$ cat src/rtl/mem_arbiter.sv
// Arbitrates I-cache and D-cache miss/write requests onto one pipelined memory port,
// issuing block fills word by word and steering returned words into the target cache.
module mem_arbiter #(
    parameter int  BLOCK_WORDS = 8,
    localparam int IDXW        = $clog2(BLOCK_WORDS)
) (
    input  logic            clk,
    input  logic            rst_n,
    input  logic            i_req,
    input  logic [15:0]     i_addr,
    input  logic            d_req,
    input  logic            d_wr,
    input  logic [15:0]     d_addr,
    input  logic [15:0]     d_wdata,
    output logic            mem_en,
    output logic            mem_wr,
    output logic [15:0]     mem_addr,
    output logic [15:0]     mem_wdata,
    input  logic            mem_valid,
    input  logic [15:0]     mem_rdata,
    output logic            fill_we,
    output logic            fill_sel,
    output logic [IDXW-1:0] fill_idx,
    output logic [15:0]     fill_data,
    output logic            i_done,
    output logic            d_done
);

    typedef enum logic [1:0] {
        ST_IDLE  = 2'd0,
        ST_FILL  = 2'd1,
        ST_WRITE = 2'd2
    } state_t;

    localparam logic [IDXW-1:0] LAST_IDX = IDXW'(BLOCK_WORDS - 1);
    localparam logic [IDXW-1:0] ONE_IDX  = IDXW'(1);

    state_t          state_q, state_d;
    logic            tgt_q, tgt_d;
    logic            last_d_q, last_d_d;
    logic [15:0]     addr_q, addr_d;
    logic [15:0]     wdata_q, wdata_d;
    logic [IDXW-1:0] issue_cnt_q, issue_cnt_d;
    logic            issue_busy_q, issue_busy_d;
    logic [IDXW-1:0] ret_cnt_q, ret_cnt_d;

    logic            grant_i_s;
    logic            grant_d_s;
    logic            fill_hit_s;
    logic            last_ret_s;
    logic            issuing_s;
    logic            writing_s;

    // last_d_q remembers which side won the previous grant so a tie goes to the other side
    assign grant_d_s  = d_req && (!i_req || !last_d_q);
    assign grant_i_s  = i_req && (!d_req || last_d_q);
    assign fill_hit_s = (state_q == ST_FILL) && mem_valid;
    assign last_ret_s = fill_hit_s && (ret_cnt_q == LAST_IDX);
    assign issuing_s  = (state_q == ST_FILL) && issue_busy_q;
    assign writing_s  = (state_q == ST_WRITE);

    // Next-state logic for the transaction FSM and its counters
    always_comb begin
        state_d      = state_q;
        tgt_d        = tgt_q;
        last_d_d     = last_d_q;
        addr_d       = addr_q;
        wdata_d      = wdata_q;
        issue_cnt_d  = issue_cnt_q;
        issue_busy_d = issue_busy_q;
        ret_cnt_d    = ret_cnt_q;
        case (state_q)
            ST_IDLE: begin
                if (grant_d_s) begin
                    state_d      = d_wr ? ST_WRITE : ST_FILL;
                    tgt_d        = 1'b1;
                    last_d_d     = 1'b1;
                    addr_d       = d_addr;
                    wdata_d      = d_wdata;
                    issue_cnt_d  = '0;
                    issue_busy_d = !d_wr;
                    ret_cnt_d    = '0;
                end else if (grant_i_s) begin
                    state_d      = ST_FILL;
                    tgt_d        = 1'b0;
                    last_d_d     = 1'b0;
                    addr_d       = i_addr;
                    issue_cnt_d  = '0;
                    issue_busy_d = 1'b1;
                    ret_cnt_d    = '0;
                end else begin
                    state_d      = ST_IDLE;
                end
            end
            ST_FILL: begin
                if (issue_busy_q) begin
                    issue_cnt_d  = issue_cnt_q + ONE_IDX;
                    issue_busy_d = (issue_cnt_q != LAST_IDX);
                end else begin
                    issue_busy_d = 1'b0;
                end
                if (fill_hit_s) begin
                    ret_cnt_d = ret_cnt_q + ONE_IDX;
                end else begin
                    ret_cnt_d = ret_cnt_q;
                end
                state_d = last_ret_s ? ST_IDLE : ST_FILL;
            end
            ST_WRITE: begin
                state_d = ST_IDLE;
            end
            default: begin
                state_d = ST_IDLE;
            end
        endcase
    end

    // State and counter registers
    always_ff @(posedge clk or negedge rst_n) begin
        if (!rst_n) begin
            state_q      <= ST_IDLE;
            tgt_q        <= 1'b0;
            last_d_q     <= 1'b0;
            addr_q       <= 16'h0000;
            wdata_q      <= 16'h0000;
            issue_cnt_q  <= '0;
            issue_busy_q <= 1'b0;
            ret_cnt_q    <= '0;
        end else begin
            state_q      <= state_d;
            tgt_q        <= tgt_d;
            last_d_q     <= last_d_d;
            addr_q       <= addr_d;
            wdata_q      <= wdata_d;
            issue_cnt_q  <= issue_cnt_d;
            issue_busy_q <= issue_busy_d;
            ret_cnt_q    <= ret_cnt_d;
        end
    end

    // Output decode; fill strobes follow mem_valid in the same cycle
    always_comb begin
        mem_en    = issuing_s || writing_s;
        mem_wr    = writing_s;
        fill_we   = fill_hit_s;
        fill_data = mem_rdata;
        i_done    = last_ret_s && !tgt_q;
        d_done    = (last_ret_s && tgt_q) || writing_s;
        if (writing_s) begin
            mem_addr  = addr_q;
            mem_wdata = wdata_q;
        end else if (issuing_s) begin
            mem_addr  = {addr_q[15:IDXW+1], issue_cnt_q, 1'b0};
            mem_wdata = 16'h0000;
        end else begin
            mem_addr  = 16'h0000;
            mem_wdata = 16'h0000;
        end
        if (fill_hit_s) begin
            fill_sel = tgt_q;
            fill_idx = ret_cnt_q;
        end else begin
            fill_sel = 1'b0;
            fill_idx = '0;
        end
    end

endmodule

$ cat config.mk
export PLATFORM = sky130hd
export DESIGN_NAME = mem_arbiter
export DESIGN_NICKNAME = d
export VERILOG_FILES = /design/src/rtl/mem_arbiter.sv
export SDC_FILE = /design/constraint.sdc
export NUM_CORES = 1
export LEC_CHECK = 0
export CORE_AREA = 4 4 101 103
export CTS_CLUSTER_DIAMETER = 40
export DETAILED_ROUTE_END_ITERATION = 7
export DIE_AREA = 0 0 105 107
export HOLD_SLACK_MARGIN = 0.08
export PLACE_DENSITY_LB_ADDON = 0.15
export SETUP_SLACK_MARGIN = 0.05
export SLEW_MARGIN = 20
export SYNTH_ARGS = -nofsm -noshare
export SYNTH_HDL_FRONTEND = slang
export SYNTH_SLANG_ARGS = --single-unit
export TNS_END_PERCENT = 5
$ cat constraint.sdc
create_clock -name clk -period 2.1 [get_ports clk]
set_input_delay 0.63 -clock clk [delete_from_list [all_inputs] [get_ports clk]]
set_output_delay 0.63 -clock clk [all_outputs]
set_load 0.005 [all_outputs]
==> flow_summary.json, run 1 <==
{
  "status": "complete, but fails checks",
  "violations": "negative setup slack",
  "vdd_drop_max_uv": 344,
  "nets": 412,
  "wl_per_cell_um": 15.3,
  "grt_max_degree": 22,
  "hpwl_um": 4830,
  "slew_viol_final": 0,
  "cts.htree.levels": 2,
  "area_growth_syn_to_layout_pct": 53.5,
  "die_area_um2": 11200,
  "synth_cells": 229,
  "synth_edf_count": 0,
  "io_buffers": 94,
  "rows": 35,
  "root_buffer": "clkbuf_8",
  "use_met1_pct": 16.0,
  "dp_cells": 426,
  "wirelength_um": 6900,
  "drive_above_1_share_pct": 35.4,
  "leakage_uw": 0.00165,
  "ys_seq_area_share_pct": 45.8,
  "power_density_nw_per_um2": 1240,
  "p_int_uw": 2940,
  "end_kind": "output pin",
  "cts_tree": "yes",
  "grt_antenna_before_repair": 0,
  "final.min_clock_period_ps": 2240,
  "io_pins": 127,
  "crit_chain": "and3b_2 -> or2_4 -> buf_4 -> and2_1 -> clkbuf_2",
  "synth_area_um2": 2300,
  "die_w_um": 105,
  "synth_nets": 303,
  "detail_route.iter0.violations": 49,
  "cts_num_sinks": 42,
  "critical_path_class": "register to output pin",
  "switchingPower_uw": 1440,
  "insertion_delay_ps": 290,
  "globalRoute.totalOverflow": 0,
  "fp.dieH_um": 107,
  "max_stage_delay_ps": 420,
  "antenna_cells": 0,
  "use_met2_pct": 19.9,
  "ant_nets": 0,
  "syn_avg_cell_area_um2": 10.0,
  "crit_path_top_delay_cell": "dfrtp_1",
  "switching_share_pct": 32.8,
  "worst_pin_slew_ps": 615,
  "ys_async_sr_fraction_pct": 100,
  "comb_power_share_pct": 54.5,
  "final.setup.worst_slack_ps": -140,
  "utilization_pct": 38.3,
  "maxCapViolations": 0,
  "grt.total_usage_pct": 12.6,
  "cp-start-kind": "register",
  "synth_top_cell_by_area": "dfrtp_1",
  "setup_viol": 24,
  "cts_made_buffers": 5,
  "relSlewSlack_pct": 59.0,
  "grt_busiest_layer": "met2",
  "synth_seq_cells": 42,
  "finalNonFillerCells": 450,
  "postPlaceCellArea_um2": 3330,
  "ys_top_cells_by_count": "42 x dfrtp_1, 38 x nand2_1, 34 x and2_1, 18 x a21oi_1, 18 x buf_4",
  "hold_viol_final": 0,
  "final_area_um2": 3520,
  "drcViolationCount": 0,
  "cp_max_fo": 4,
  "synth_cell_types": 30,
  "clk_path_buf_depth": 2,
  "clk_pin_slew_ps": 80,
  "core_area_um2": 9200,
  "max_freq_ghz": 0.446,
  "yosysMostFrequentCell": "dfrtp_1",
  "min_path_type": "input pin to async pin",
  "critPathRequiredTime_ps": 1470,
  "nFillCells": 950,
  "path_buf_inv": 2,
  "cts_hold_buffers": 0,
  "grt_setup_unrepaired": "true",
  "seqPwrFrac_pct": 33.1,
  "fin_crit_sh_pct": 107,
  "path_delay_family": "simple AND/OR/NAND/NOR gates",
  "finClkSkew_ps": 5.79,
  "arrival_ps": 1610,
  "ys_top_cells_by_area": "dfrtp_1 46%, and2_1 9.3%, nand2_1 6.2%",
  "grt_pass1_vias": 2180,
  "vias_per_cell": 4.43,
  "synth_flop_cell": "dfrtp_1",
  "synth_top_cell_area_share_pct": 45.8,
  "start_util_pct": 25.0,
  "drt-pass1-iter-count": 4,
  "power_frac_clock_pct": 12.4,
  "vias": 1992,
  "place.gp.congestion": 0.761,
  "yosysWarnings": 0,
  "grt_pass1_wl_um": 11300,
  "met3_usage_pct": 4.09
}
kinds of logic after synthesis:
kind of cell / Yosys count / synth area share [%]
adder cells (fa/ha/maj): 4 / 2.18
flip-flops: 42 / 45.8
AND/OR/NAND/NOR: 86 / 19.5
multiplexers: 18 / 10.3
AO/OA/AOI/OAI: 47 / 13.0
buffers and inverters: 32 / 9.26
worst reg2reg max path, stage by stage (launching register included):
cell and delay [ps]:
dfrtp_1 430, buf_6 140, buf_4 130, buf_4 140
nor2_2 200, buf_4 220, a21oi_1 120, mux2_2 270
power by group through the flow:
stage               clock [uW]  sequential [uW]  combinational [uW]
finish                     544             1450                2380
global route               615             1500                2630
CTS                        571             1440                2180
detailed placement           0             1440                2100
global placement             0             1440                2090
floorplan                    0             1380                1190
per-layer routing:
metal	part of all wire, %	vias to the layer above
li1	-	979
met1	45	934
met2	46	70
met3	7.1	9
met4	1.6	0
met5	0	-
per-stage QoR:
step           hold WS [ps]  setup TNS [ps]  power (uW)  setup slack, ps
6_report                186           -2370        4370             -140
3_5_place_dp            487           -5400        3540             -610
5_1_grt                 181           -4310        4740             -192
3_3_place_gp            482           -5730        3530             -592
2_1_floorplan           334               0        2560              258
4_1_cts                 182           -4080        4190             -261
sequential cells by signal (all words and copies together), names as in the netlist:
name / cells
issue_cnt_q: 3
addr_q: 16
issue_busy_q: 1
state_q: 2
ret_cnt_q: 3
wdata_q: 16
last_d_q: 1
final timing paths:
check	slack, ps	end	startpoint	cells after the start
max in group asynchronous	1370	wdata_q[14]	rst_n	2
max	-140	mem_addr[6]	state_q[1]	5
min	190	addr_q[5]	rst_n	1
min reg2reg	500	wdata_q[3]	wdata_q[3]	1
max reg2reg	340	ret_cnt_q[0]	state_q[1]	7
min in group clk	500	wdata_q[3]	wdata_q[3]	1
timing repair:
action,CTS,global route
gates cloned,1,0
pin swaps,4,6
setup endpoints to repair,41,40
gates resized for setup,126,50
setup buffers,13,3
layout by cell type, fill, tap and decap left out, types with 2 or more instances in the layout:
| master | instances |
|---|---|
| a21oi_1 | 18 |
| a22o_1 | 4 |
| a31oi_1 | 16 |
| and2_1 | 25 |
| and2_4 | 9 |
| buf_2 | 8 |
| buf_4 | 29 |
| buf_6 | 16 |
| clkbuf_2 | 18 |
| clkbuf_8 | 6 |
| clkdlybuf4s15_1 | 4 |
| clkdlybuf4s15_2 | 3 |
| clkdlybuf4s50_1 | 51 |
| dfrtp_1 | 41 |
| ha_1 | 4 |
| inv_1 | 2 |
| mux2_2 | 9 |
| mux2_4 | 9 |
| nand2_1 | 37 |
| nand2_4 | 2 |
| nand3_1 | 3 |
| o21ai_1 | 3 |
| or2_4 | 2 |
final cells by class:
class                      count  area [um^2]  area share, %
clock buffer                   7         86.3           2.45
clock inverter                 1         5.00          0.142
timing repair buffer         131         1140           32.4
multi-input combinational    156         1090           31.0
tap                          111          139           3.94
inverter                       2         7.51          0.213
sequential                    42         1050           29.9
Power figures use the tool's default switching activity.
==> run 2: changes to the inputs <==
--- a/config.mk
+++ b/config.mk
@@ -5,10 +5,10 @@
 export SDC_FILE = /design/constraint.sdc
 export NUM_CORES = 1
 export LEC_CHECK = 0
-export CORE_AREA = 4 4 101 103
+export CORE_AREA = 4 4 107 98
 export CTS_CLUSTER_DIAMETER = 40
 export DETAILED_ROUTE_END_ITERATION = 7
-export DIE_AREA = 0 0 105 107
+export DIE_AREA = 0 0 111 102
 export HOLD_SLACK_MARGIN = 0.08
 export PLACE_DENSITY_LB_ADDON = 0.15
 export SETUP_SLACK_MARGIN = 0.05
==> flow_summary.json, run 2 (same netlist as run 1, synthesis figures left out) <==
{
  "core_area_um2": 9490,
  "grt_setup_unrepaired": "true",
  "die_w_um": 111,
  "detail_route.iter0.violations": 43,
  "drcViolationCount": 0,
  "cp-start-kind": "register",
  "final_cell_mix": "51 x clkdlybuf4s50_1, 42 x dfrtp_1, 34 x nand2_1, 34 x buf_6, 24 x buf_2",
  "seq_area_um2": 1050,
  "grt_pass1_wl_um": 11300,
  "die_area_um2": 11300,
  "reg_top3": "addr_q x16, wdata_q x16",
  "nFillCells": 956,
  "slew_viol_final": 0,
  "vias": 2041,
  "globalRoute.totalOverflow": 0,
  "final_common_cell": "clkdlybuf4s50_1",
  "io_pins": 127,
  "root_buffer": "clkbuf_8",
  "hold_viol_final": 0,
  "cts.htree.levels": 2,
  "final.setup.worst_slack_ps": -125,
  "multiInputGateArea_um2": 1120,
  "grt_antenna_before_repair": 0,
  "antenna_cells": 0,
  "fp.dieH_um": 102,
  "finalNonFillerCells": 468,
  "area_growth_syn_to_layout_pct": 58.8,
  "grt_pass1_vias": 2159,
  "vias_per_cell": 4.36,
  "end_kind": "output pin",
  "fin_tns_setup_ps": -1510,
  "max_freq_ghz": 0.449,
  "drive_above_1_share_pct": 39.8,
  "power_density_nw_per_um2": 1180,
  "grt_max_degree": 24,
  "cts_made_buffers": 5,
  "min_path_type": "input pin to async pin",
  "cts_tree": "yes",
  "clk_path_buf_depth": 2,
  "cts_hold_buffers": 0,
  "start_util_pct": 24.2,
  "insertion_delay_ps": 290,
  "maxCapViolations": 0,
  "critPathRequiredTime_ps": 1470,
  "r2r_cells": 8,
  "hpwl_um": 4650,
  "wirelength_um": 7190,
  "vdd_drop_max_uv": 393,
  "relSlewSlack_pct": 58.5,
  "fin_crit_sh_pct": 106,
  "cts_num_sinks": 42,
  "nets": 415,
  "violations": "negative setup slack",
  "io_buffers": 94,
  "grt.total_usage_pct": 12.7,
  "setup_viol": 25,
  "timing.hold.ws_ps": 297,
  "arrival_ps": 1590,
  "finClkSkew_ps": 7.41,
  "ant_nets": 0,
  "post-place-ws_ps": -644,
  "status": "complete, but fails checks",
  "critical_path_class": "register to output pin",
  "rows": 34,
  "cp_max_fo": 5,
  "leakage_uw": 0.00173,
  "clk_pin_slew_ps": 90,
  "drt-pass1-iter-count": 4,
  "wl_per_cell_um": 15.4,
  "place.gp.congestion": 0.710,
  "dp_cells": 436,
  "final.min_clock_period_ps": 2220,
  "worst_pin_slew_ps": 622
}
-- run 2: cell count changes in the layout (fill, tap and decap cells not counted), moves of 4 or more --
cell,previous run,this run
buf_6,16,34
and2_4,9,14
buf_2,8,24
buf_4,29,18
clkdlybuf4s15_1,4,0
and2_1,25,20
clkbuf_2,18,3
-- run 2: routing by layer --
layer,global-route usage (%),vias to the layer above,share of wire (%)
li1,-,984,-
met1,15.9,997,44
met2,22.2,56,50
met3,2.66,4,4.2
met4,3.79,0,1.0
met5,0,-,0
-- run 2: layout make-up --
cell class | count | share of cell area (%)
Timing Repair Buffer | 134 | 33.5
Inverter | 2 | 0.206
Clock inverter | 1 | 0.137
Sequential cell | 42 | 28.8
Clock buffer | 7 | 2.37
Tap cell | 126 | 4.32
Multi-Input combinational cell | 156 | 30.6
-- run 2: critical path: stages, from the launching register on --
cell and delay, ps:
dfrtp_1 440, and3b_2 230, or2_4 270, buf_6 130, and2_4 130, buf_6 110
-- run 2: per-stage QoR --
step                utilization [%]  instance area, um^2  total power (uW)
global placement               35.2                 3340              3490
floorplan                         -                 2300              2560
global route                   38.4                 3650              4620
CTS                            37.9                 3600              4280
detailed placement             35.2                 3340              3510
finish                         38.4                 3650              4280
-- run 2: what timing repair did --
action | 4_1_cts | 5_1_grt
cloned | 4 | 0
setup endpoints to repair | 41 | 41
setup buffers | 20 | 1
pin swaps | 22 | 8
hold endpoints to repair | 0 | 0
resized for setup | 203 | 25
-- run 2: worst paths after layout --
| path | startpoint | endpoint | slack (ps) |
|---|---|---|---|
| min reg2reg | wdata_q[0] | wdata_q[0] | 500 |
| max reg2reg | state_q[0] | ret_cnt_q[0] | 340 |
| max in group asynchronous | rst_n | wdata_q[10] | 1290 |
| max | state_q[0] | mem_addr[6] | -120 |
| min | rst_n | wdata_q[12] | 300 |
| min in group clk | wdata_q[0] | wdata_q[0] | 500 |
-- run 2: power breakdown --
group | switching, uW | internal [uW] | leakage (uW) | total, uW
combinational | 915 | 1360 | 0.00119 | 2270
sequential | 240 | 1210 | 0.000489 | 1450
clock | 296 | 266 | 0.0000482 | 562
